===== src/rtl/mips_cpu_harvard.sv =====
// Single-cycle MIPS I subset core with separate instruction and data ports.
// A pc/npc register pair implements the architectural branch delay slot.
module mips_cpu_harvard (
    input  logic        clk,
    input  logic        reset,
    output logic        active,
    output logic [31:0] register_v0,
    input  logic        clk_enable,
    output logic [31:0] instr_address,
    input  logic [31:0] instr_readdata,
    output logic [31:0] data_address,
    output logic        data_write,
    output logic        data_read,
    output logic [31:0] data_writedata,
    input  logic [31:0] data_readdata
);

    localparam logic [31:0] RESET_PC = 32'hBFC0_0000;

    localparam logic [5:0] OP_SPECIAL = 6'h00;
    localparam logic [5:0] OP_REGIMM  = 6'h01;
    localparam logic [5:0] OP_J       = 6'h02;
    localparam logic [5:0] OP_JAL     = 6'h03;
    localparam logic [5:0] OP_BEQ     = 6'h04;
    localparam logic [5:0] OP_BNE     = 6'h05;
    localparam logic [5:0] OP_BLEZ    = 6'h06;
    localparam logic [5:0] OP_BGTZ    = 6'h07;
    localparam logic [5:0] OP_ADDIU   = 6'h09;
    localparam logic [5:0] OP_SLTI    = 6'h0A;
    localparam logic [5:0] OP_SLTIU   = 6'h0B;
    localparam logic [5:0] OP_ANDI    = 6'h0C;
    localparam logic [5:0] OP_ORI     = 6'h0D;
    localparam logic [5:0] OP_XORI    = 6'h0E;
    localparam logic [5:0] OP_LUI     = 6'h0F;
    localparam logic [5:0] OP_LW      = 6'h23;
    localparam logic [5:0] OP_SW      = 6'h2B;

    localparam logic [5:0] F_SLL  = 6'h00;
    localparam logic [5:0] F_SRL  = 6'h02;
    localparam logic [5:0] F_SRA  = 6'h03;
    localparam logic [5:0] F_SLLV = 6'h04;
    localparam logic [5:0] F_SRLV = 6'h06;
    localparam logic [5:0] F_SRAV = 6'h07;
    localparam logic [5:0] F_JR   = 6'h08;
    localparam logic [5:0] F_JALR = 6'h09;
    localparam logic [5:0] F_ADDU = 6'h21;
    localparam logic [5:0] F_SUBU = 6'h23;
    localparam logic [5:0] F_AND  = 6'h24;
    localparam logic [5:0] F_OR   = 6'h25;
    localparam logic [5:0] F_XOR  = 6'h26;
    localparam logic [5:0] F_SLT  = 6'h2A;
    localparam logic [5:0] F_SLTU = 6'h2B;

    logic [31:0] pc_q, pc_d;
    logic [31:0] npc_q, npc_d;
    logic        active_q, active_d;
    logic [31:0] regs_q [0:31];

    logic [5:0]  opcode, funct;
    logic [4:0]  rs, rt, rd, shamt;
    logic [15:0] imm;
    logic [25:0] jtarget;
    logic [31:0] rs_val, rt_val, imm_sext, imm_zext;
    logic [31:0] pc_plus4, pc_plus8, br_target;

    logic        wr_en_raw, taken, mem_rd, mem_wr, commit;
    logic [4:0]  wr_addr;
    logic [31:0] wr_data, target;
    logic        rf_we;

    assign opcode  = instr_readdata[31:26];
    assign rs      = instr_readdata[25:21];
    assign rt      = instr_readdata[20:16];
    assign rd      = instr_readdata[15:11];
    assign shamt   = instr_readdata[10:6];
    assign funct   = instr_readdata[5:0];
    assign imm     = instr_readdata[15:0];
    assign jtarget = instr_readdata[25:0];

    assign rs_val   = (rs == 5'd0) ? 32'h0 : regs_q[rs];
    assign rt_val   = (rt == 5'd0) ? 32'h0 : regs_q[rt];
    assign imm_sext = {{16{imm[15]}}, imm};
    assign imm_zext = {16'h0, imm};

    // pc_q is the address of the executing instruction, so link and branch
    // offsets are relative to it even when it sits in a delay slot.
    assign pc_plus4  = pc_q + 32'd4;
    assign pc_plus8  = pc_q + 32'd8;
    assign br_target = pc_plus4 + {imm_sext[29:0], 2'b00};

    always_comb begin
        wr_en_raw = 1'b0;
        wr_addr   = rt;
        wr_data   = 32'h0;
        taken     = 1'b0;
        target    = br_target;
        mem_rd    = 1'b0;
        mem_wr    = 1'b0;
        case (opcode)
            OP_SPECIAL: begin
                wr_addr   = rd;
                wr_en_raw = 1'b1;
                case (funct)
                    F_SLL:  wr_data = rt_val << shamt;
                    F_SRL:  wr_data = rt_val >> shamt;
                    F_SRA:  wr_data = $signed(rt_val) >>> shamt;
                    F_SLLV: wr_data = rt_val << rs_val[4:0];
                    F_SRLV: wr_data = rt_val >> rs_val[4:0];
                    F_SRAV: wr_data = $signed(rt_val) >>> rs_val[4:0];
                    F_ADDU: wr_data = rs_val + rt_val;
                    F_SUBU: wr_data = rs_val - rt_val;
                    F_AND:  wr_data = rs_val & rt_val;
                    F_OR:   wr_data = rs_val | rt_val;
                    F_XOR:  wr_data = rs_val ^ rt_val;
                    F_SLT:  wr_data = {31'h0, $signed(rs_val) < $signed(rt_val)};
                    F_SLTU: wr_data = {31'h0, rs_val < rt_val};
                    F_JR: begin
                        wr_en_raw = 1'b0;
                        taken     = 1'b1;
                        target    = rs_val;
                    end
                    F_JALR: begin
                        taken   = 1'b1;
                        target  = rs_val;
                        wr_data = pc_plus8;
                    end
                    default: wr_en_raw = 1'b0;
                endcase
            end
            OP_REGIMM: begin
                if (rt == 5'd0) taken = rs_val[31];
                if (rt == 5'd1) taken = !rs_val[31];
            end
            OP_J, OP_JAL: begin
                taken     = 1'b1;
                target    = {pc_plus4[31:28], jtarget, 2'b00};
                wr_en_raw = (opcode == OP_JAL);
                wr_addr   = 5'd31;
                wr_data   = pc_plus8;
            end
            OP_BEQ:  taken = (rs_val == rt_val);
            OP_BNE:  taken = (rs_val != rt_val);
            OP_BLEZ: taken = rs_val[31] || (rs_val == 32'h0);
            OP_BGTZ: taken = !rs_val[31] && (rs_val != 32'h0);
            OP_ADDIU: begin wr_en_raw = 1'b1; wr_data = rs_val + imm_sext; end
            OP_SLTI:  begin wr_en_raw = 1'b1; wr_data = {31'h0, $signed(rs_val) < $signed(imm_sext)}; end
            OP_SLTIU: begin wr_en_raw = 1'b1; wr_data = {31'h0, rs_val < imm_sext}; end
            OP_ANDI:  begin wr_en_raw = 1'b1; wr_data = rs_val & imm_zext; end
            OP_ORI:   begin wr_en_raw = 1'b1; wr_data = rs_val | imm_zext; end
            OP_XORI:  begin wr_en_raw = 1'b1; wr_data = rs_val ^ imm_zext; end
            OP_LUI:   begin wr_en_raw = 1'b1; wr_data = {imm, 16'h0}; end
            OP_LW: begin
                mem_rd    = 1'b1;
                wr_en_raw = 1'b1;
                wr_data   = data_readdata;
            end
            OP_SW:   mem_wr = 1'b1;
            default: ;
        endcase
    end

    // An npc of zero means the instruction now retiring is the delay slot of
    // the return-to-zero jump: it still completes, then the core halts.
    always_comb begin
        commit   = active_q && clk_enable;
        pc_d     = pc_q;
        npc_d    = npc_q;
        active_d = active_q;
        if (commit) begin
            pc_d  = npc_q;
            npc_d = taken ? target : (npc_q + 32'd4);
            if (npc_q == 32'h0) active_d = 1'b0;
        end
        rf_we = commit && wr_en_raw && (wr_addr != 5'd0);
    end

    always_ff @(posedge clk or negedge reset) begin
        if (!reset) begin
            pc_q     <= RESET_PC;
            npc_q    <= RESET_PC + 32'd4;
            active_q <= 1'b1;
            for (int i = 0; i < 32; i++) regs_q[i] <= 32'h0;
        end else begin
            pc_q     <= pc_d;
            npc_q    <= npc_d;
            active_q <= active_d;
            if (rf_we) regs_q[wr_addr] <= wr_data;
        end
    end

    assign active         = active_q;
    assign register_v0    = regs_q[2];
    assign instr_address  = pc_q;
    assign data_address   = rs_val + imm_sext;
    assign data_writedata = rt_val;
    assign data_read      = mem_rd && active_q && reset;
    assign data_write     = mem_wr && active_q && clk_enable && reset;

endmodule


===== config.mk =====
export PLATFORM = sky130hd
export DESIGN_NAME = mips_cpu_harvard
export DESIGN_NICKNAME = d
export VERILOG_FILES = /design/src/rtl/mips_cpu_harvard.sv
export SDC_FILE = /design/constraint.sdc
export NUM_CORES = 2
export LEC_CHECK = 0
export BUFFER_PORTS_ARGS = -buffer_cell sky130_fd_sc_hd__buf_2
export CAP_MARGIN = 20
export CELL_PAD_IN_SITES_DETAIL_PLACEMENT = 0
export CELL_PAD_IN_SITES_GLOBAL_PLACEMENT = 1
export CORE_UTILIZATION = 51
export DETAILED_ROUTE_END_ITERATION = 12
export PLACE_DENSITY_LB_ADDON = 0.1
export SYNTH_ARGS = -nofsm -noshare
export SYNTH_HDL_FRONTEND = slang
export SYNTH_SLANG_ARGS = --single-unit

===== constraint.sdc =====
create_clock -name clk -period 6.1 [get_ports clk]
set_input_delay 0.305 -clock clk [delete_from_list [all_inputs] [get_ports clk]]
set_output_delay 0.305 -clock clk [all_outputs]
set_load 0.01 [all_outputs]

== After elaboration in Yosys (flattened, before gate mapping) ==
Index checks and enable logic that the tools add are counted.
Word-level totals
  register bits: 1089
  input bits: 67
  output and inout port bits: 131
  logic and storage cells: 148
Cells by class
  add/subtract/negate cells: 7
  order comparisons: 8
  equal/unequal tests: 33
  shift operators: 6
  mux-type cells: 25
  bitwise gates (word level): 9
  reductions and logical operators: 25
Operators by type and width (count)
  bitwise mux 1024 bit: 1
  case mux 32 bit (14 select lines): 1
  binary-select mux 32 bit (select 5 bit): 2
  case mux 32 bit (10 select lines): 1
  2-to-1 mux 32 bit: 9
  demux 32 bit (select 5 bit): 1
  adder 32 bit: 3
  < comparator 32 bit: 3
  adder 32 x 3 -> 32 bit (second input constant): 2
  zero test 32 bit: 2
  case mux 32 bit (2 select lines): 1
  left shift 32 x 5 -> 32 bit: 2
  right shift 32 x 5 -> 32 bit: 2
  >>> shifter 32 x 5 -> 32 bit: 2
  == test 6 x 4 -> 1 bit (second input constant): 9
  == test 6 bit (second input constant): 9
  == test 6 x 3 -> 1 bit (second input constant): 7
  adder 32 x 4 -> 32 bit (second input constant): 1
  bitwise AND 32 x 16 -> 32 bit: 1
  bitwise AND 32 bit: 1
  == test 32 bit: 1
  < comparator 32 x 16 -> 1 bit: 1
  inequality test 32 bit: 1
  bitwise OR 32 x 16 -> 32 bit: 1
  other kinds (25): 49

== Depth between registers and ports, before layout ==
  word-level depth: 9
  depth in mapped cells: 29

== Worst setup path after synthesis ==
Ideal clock, no wire load.
  path kind: input -> register
  start point: input port instr_readdata[22]
  end point: register regs_q (netlist bit register_v0[22])
  library setup time: 0.137 ns
  arrival: 6.151 ns
  required time: 5.963 ns
  path slack: -0.188 ns
  stages: 27
  cell sequence: buf_4 buf_6 buf_6 buf_6 buf_6 buf_6 buf_6 clkbuf_1 mux4_2 mux4_2 mux2i_1 nor2_1 inv_1 ha_1 clkbuf_1 or4_1 nor4_1 inv_1 o31ai_1 nand3_1 o211a_1 o21ai_0 xnor2_1 o22ai_1 nor3_1 clkbuf_1 a21oi_1
Between the ends
  longest elaborated chain between the ends: 9
  elaborated cells on any way between the ends: 21
  classes of those cells: add/sub (3); shift (3); mux (7); bitwise (7); reduce/logical (1)
Ends and longest elaborated chain
  start, declared: RTL line 10  | input logic [31:0] instr_readdata,
  NOT 5 -> 6 bit (not written as such): RTL line 80  | assign rs_val = (rs == 5'd0) ? 32'h0 : regs_q[rs];
  binary-select mux 32 bit (select 5 bit): RTL line 80
  2-to-1 mux 32 bit (not written as such) (2 in a row): RTL line 80
  2-to-1 mux 32 bit (*): RTL line 80
  subtractor 32 bit (tied with other cells): RTL line 111  | F_SUBU: wr_data = rs_val - rt_val;
  case mux 32 bit (14 select lines): RTL line 103  | case (funct)
  case mux 32 bit (10 select lines) (*): RTL line 99  | case (opcode)
  bitwise mux 1024 bit (*): RTL line 187  | if (rf_we) regs_q[wr_addr] <= wr_data;
  end signal, assigned by index: RTL line 187
  end, declared: RTL line 57  | logic [31:0] regs_q [0:31];
Every way passes the cells marked *; elsewhere a longest branch is shown, timed or not. The select of a mux whose other input is x is not followed.
A chain may end at the register's enable or synchronous reset.

== Worst setup path after layout ==
  start point: register regs_q[653] in the netlist's numbering
  end point: output port data_address[30]
Between the ends
  longest elaborated chain between the ends: 5
Ends and longest elaborated chain
  binary-select mux 32 bit (select 5 bit): RTL line 80
  2-to-1 mux 32 bit (not written as such) (2 in a row): RTL line 80
  2-to-1 mux 32 bit: RTL line 80
  adder 32 bit: RTL line 194  | assign data_address = rs_val + imm_sext;
  end, declared: RTL line 11  | output logic [31:0] data_address,
Every way passes these cells. The select of a mux whose other input is x is not followed.

==> out/metrics.csv <==
metric,value,unit
gpl congestion,1.14,
FF-to-FF setup slack,0.11,ns
DIE WIDTH,399,um
Syn Inst Count,8094,
crit start category,flip-flop,
clk buf depth,3,
Synth area leaders,"dfrtp_1 (33%), mux4_2 (14%), mux2_2 (6.7%)",
Slew HR,8.38,%
leakage,42.1,nW
status,"finished, final reports clean",
post-synth top area cell,dfrtp_1,
fin util,60.6,%
Final Hold Vio Count,0,
"Clk Latency, worst-skew pair",0.82,ns
"Design Area, Final",94800,sq um
total of max-cap violations,0,
gr usage total,52.6,%
first-pass GRT wire length,590000,um
PD cells,188,nW/um^2
setup_tns,0,ns
Synth Flop Type,dfrtp_1,
Crit path arrival time,5.74,ns
worst r2r src,regs_q[137],
TritonCTS clock tree,built,
Wirelength per Cell,39.2,um
library cells used by synthesis,108,
Die ar.,159000,sq um
P&R area growth vs syn,17.8,%
post-route clock period utilization,99.1,%
post-route ant nets,0,
routed wl met3,56400,um
f_max,165,MHz
Worst Skew,0.126,ns
worst r2r path cells,21,
metal2 WL,175000,um
Port Buffer Count,197,
DRT iter0 DRCs,12400,
detailed-placement wirelength estimate,312000,um
"CTS clk-pin slew, worst paths",0.06,ns
die height,399,um
DR vias/cell,7.40,
M1 WL,148000,um
required time of the critical path,5.79,ns
final WL,425000,um
clock sink total,1089,
TritonRoute pass-1 iters,8,
Hold Path Class,in2async,
Yosys reg bits,1089,
ys async rst share,100,%
H-tree depth,3,
setup violators final,0,
VDD IR-drop max,0.323,mV
largest net degree at the start of global routing,174,
Top Metal Used,met5,
number of global-route vias before repair,77000,
Place WS,-0.563,ns
Nets,8951,
root buf cell,clkbuf_16,
Power Total,17.8,mW
Post-synth EDFFs,0,
DRC Markers,0,
# fillers,13200,
top cell type's share of synthesized area,33.2,%
"Cell Area, Synth",80500,sq um
initial antenna violation count,33,
register area share after synthesis,33.9,%
YS warnings,0,
"critical path fanouts, max",5,
Tightest Pin Transition,1.37,ns
vias post-DR,80300,
min Tclk post-route,6.05,ns
placed cell area,90200,sq um
IO Pins,198,
layout cells sized above 1,31.0,%
worst setup margin,0.0541,ns
Slew Limit Fails,0,
Mapped Nets,8375,
crit path capture type,output pin,
CORE AREA,156000,sq um
Core Rows,145,
"Worst Path Class, Setup",reg2out,
R2R Path End,regs_q[668],
Num CTS Buffers,113,
synthesized area per cell,9.95,sq um
initial core utilization,51.5,%
GR Overflow Total,0,
[layout by cell type, fill, tap and decap left out, types with 41 or more instances in the layout]
cell / count
o31ai_1: 91
a21oi_2: 44
nand2_1: 735
nor2_1: 504
xor2_1: 41
a31oi_1: 74
mux2_2: 481
o22ai_1: 71
o21ai_0: 401
buf_12: 110
buf_4: 986
clkbuf_16: 113
nand4_1: 79
mux2i_1: 375
nand2b_1: 59
ha_1: 205
and3_1: 50
nor3_1: 274
inv_1: 158
mux4_2: 483
a22oi_1: 123
o211ai_1: 80
a211oi_1: 139
nand3_1: 155
a21o_1: 59
xnor2_1: 91
a21oi_1: 477
dfrtp_1: 1067
buf_2: 188
[through the flow]
stage	std cells	hold slack [ns]
global route	10800	0.143
detailed placement	10600	0.357
global placement	10600	0.349
floorplan	8094	0.00941
finish	10900	0.0750
CTS	10800	0.0962
[registers in the layout, summed over array words and instances (netlist names)]
register,count
active,1
register_v0,32
instr_address,32
npc_q,32
regs_q,992
[cells in the mapped netlist (44+ instances only)]
cell type	number
inv_1	163
o31ai_1	97
nor3_1	278
buf_6	48
buf_4	93
o21ai_0	409
o211ai_1	80
dfrtp_1	1069
xnor2_1	94
nand3_1	155
a31oi_1	80
a22oi_1	124
nor4_1	44
nand2_1	738
mux2i_1	380
a211oi_1	140
and3_1	51
a21o_1	59
o22ai_1	72
clkbuf_1	530
nor2_1	546
buf_2	126
nand4_1	79
mux2_2	482
ha_1	210
nand2b_1	59
mux4_2	483
a21oi_1	499
[logic make-up (layout without fill, tap and decap cells)]
kind of cell             Yosys count  in the layout  share of synthesized area, %
AO/OA/AOI/OAI                   2131           2131                          17.7
adder cells (fa/ha/maj)          214            214                          3.36
AND/OR/NAND/NOR                 2152           2152                          12.3
other                              0             27                             0
flip-flops                      1089           1089                          33.9
XOR/XNOR                         135            135                          1.47
buffers and inverters           1017           1689                          5.97
multiplexers                    1356           1356                          25.3
[power breakdown]
group	internal [mW]	total (mW)	leakage, nW	switching, mW
Clock	4.43	7.64	1.99	3.21
Sequential	7.22	7.22	15.1	0
Combinational	0.975	2.97	25.0	2.00
Total	12.6	17.8	42.1	5.21
[worst max-delay path by stage]
stage | start | endpoint | slack (ns) | cells after the start
after floorplan | instr_readdata[22] | regs_q[28] | 0.02 | 28
after global placement | instr_readdata[19] | regs_q[338] | -0.56 | 24
after detailed placement | instr_readdata[19] | regs_q[466] | -0.56 | 24
after CTS | regs_q[901] | data_address[29] | 0.005 | 22
after global routing | register_v0[13] | data_address[30] | -0.06 | 20
final | regs_q[653] | data_address[30] | 0.05 | 20
[critical path, stage by stage (launching register included)]
cell      delay [ns]
dfrtp_1         0.42
mux4_2          0.49
mux4_2          0.51
mux2i_1         0.30
or2_4           0.28
buf_4           0.22
ha_1            0.32
a21o_1          0.20
o21bai_2        0.22
a211oi_2        0.23
a21o_1          0.22
a21oi_2         0.10
buf_4           0.17
buf_4           0.17
o31ai_4         0.23
buf_4           0.15
buf_4           0.10
o21ai_1         0.09
a21oi_2         0.19
xor2_1          0.17
buf_2           0.15
[metal layers]
layer	GRT usage (%)	vias up
met2	74.4	6907
li1	-	31700
met4	45.0	28
met5	0	-
met3	17.8	1989
met1	64.4	39600
[timing repair]
action	in CTS	in global routing
setup endpoints to repair	19	184
resized for setup	32	43
hold buffers	2	0
pin swaps	4	12
setup buffers	5	13
hold endpoints to repair	60	0
[cell type report]
cell class / count / area [sq um] / area share [%]
Timing Repair Buffer: 1295 / 10700 / 11.3
Antenna cell: 27 / 67.6 / 0.0713
Multi-Input combinational cell: 5988 / 49400 / 52.1
Inverter: 183 / 692 / 0.730
Tap cell: 2058 / 2570 / 2.72
Clock buffer: 154 / 3170 / 3.35
Sequential cell: 1089 / 27300 / 28.8
Clock inverter: 57 / 911 / 0.961
No activity file was read; power rests on OpenSTA's default activity.
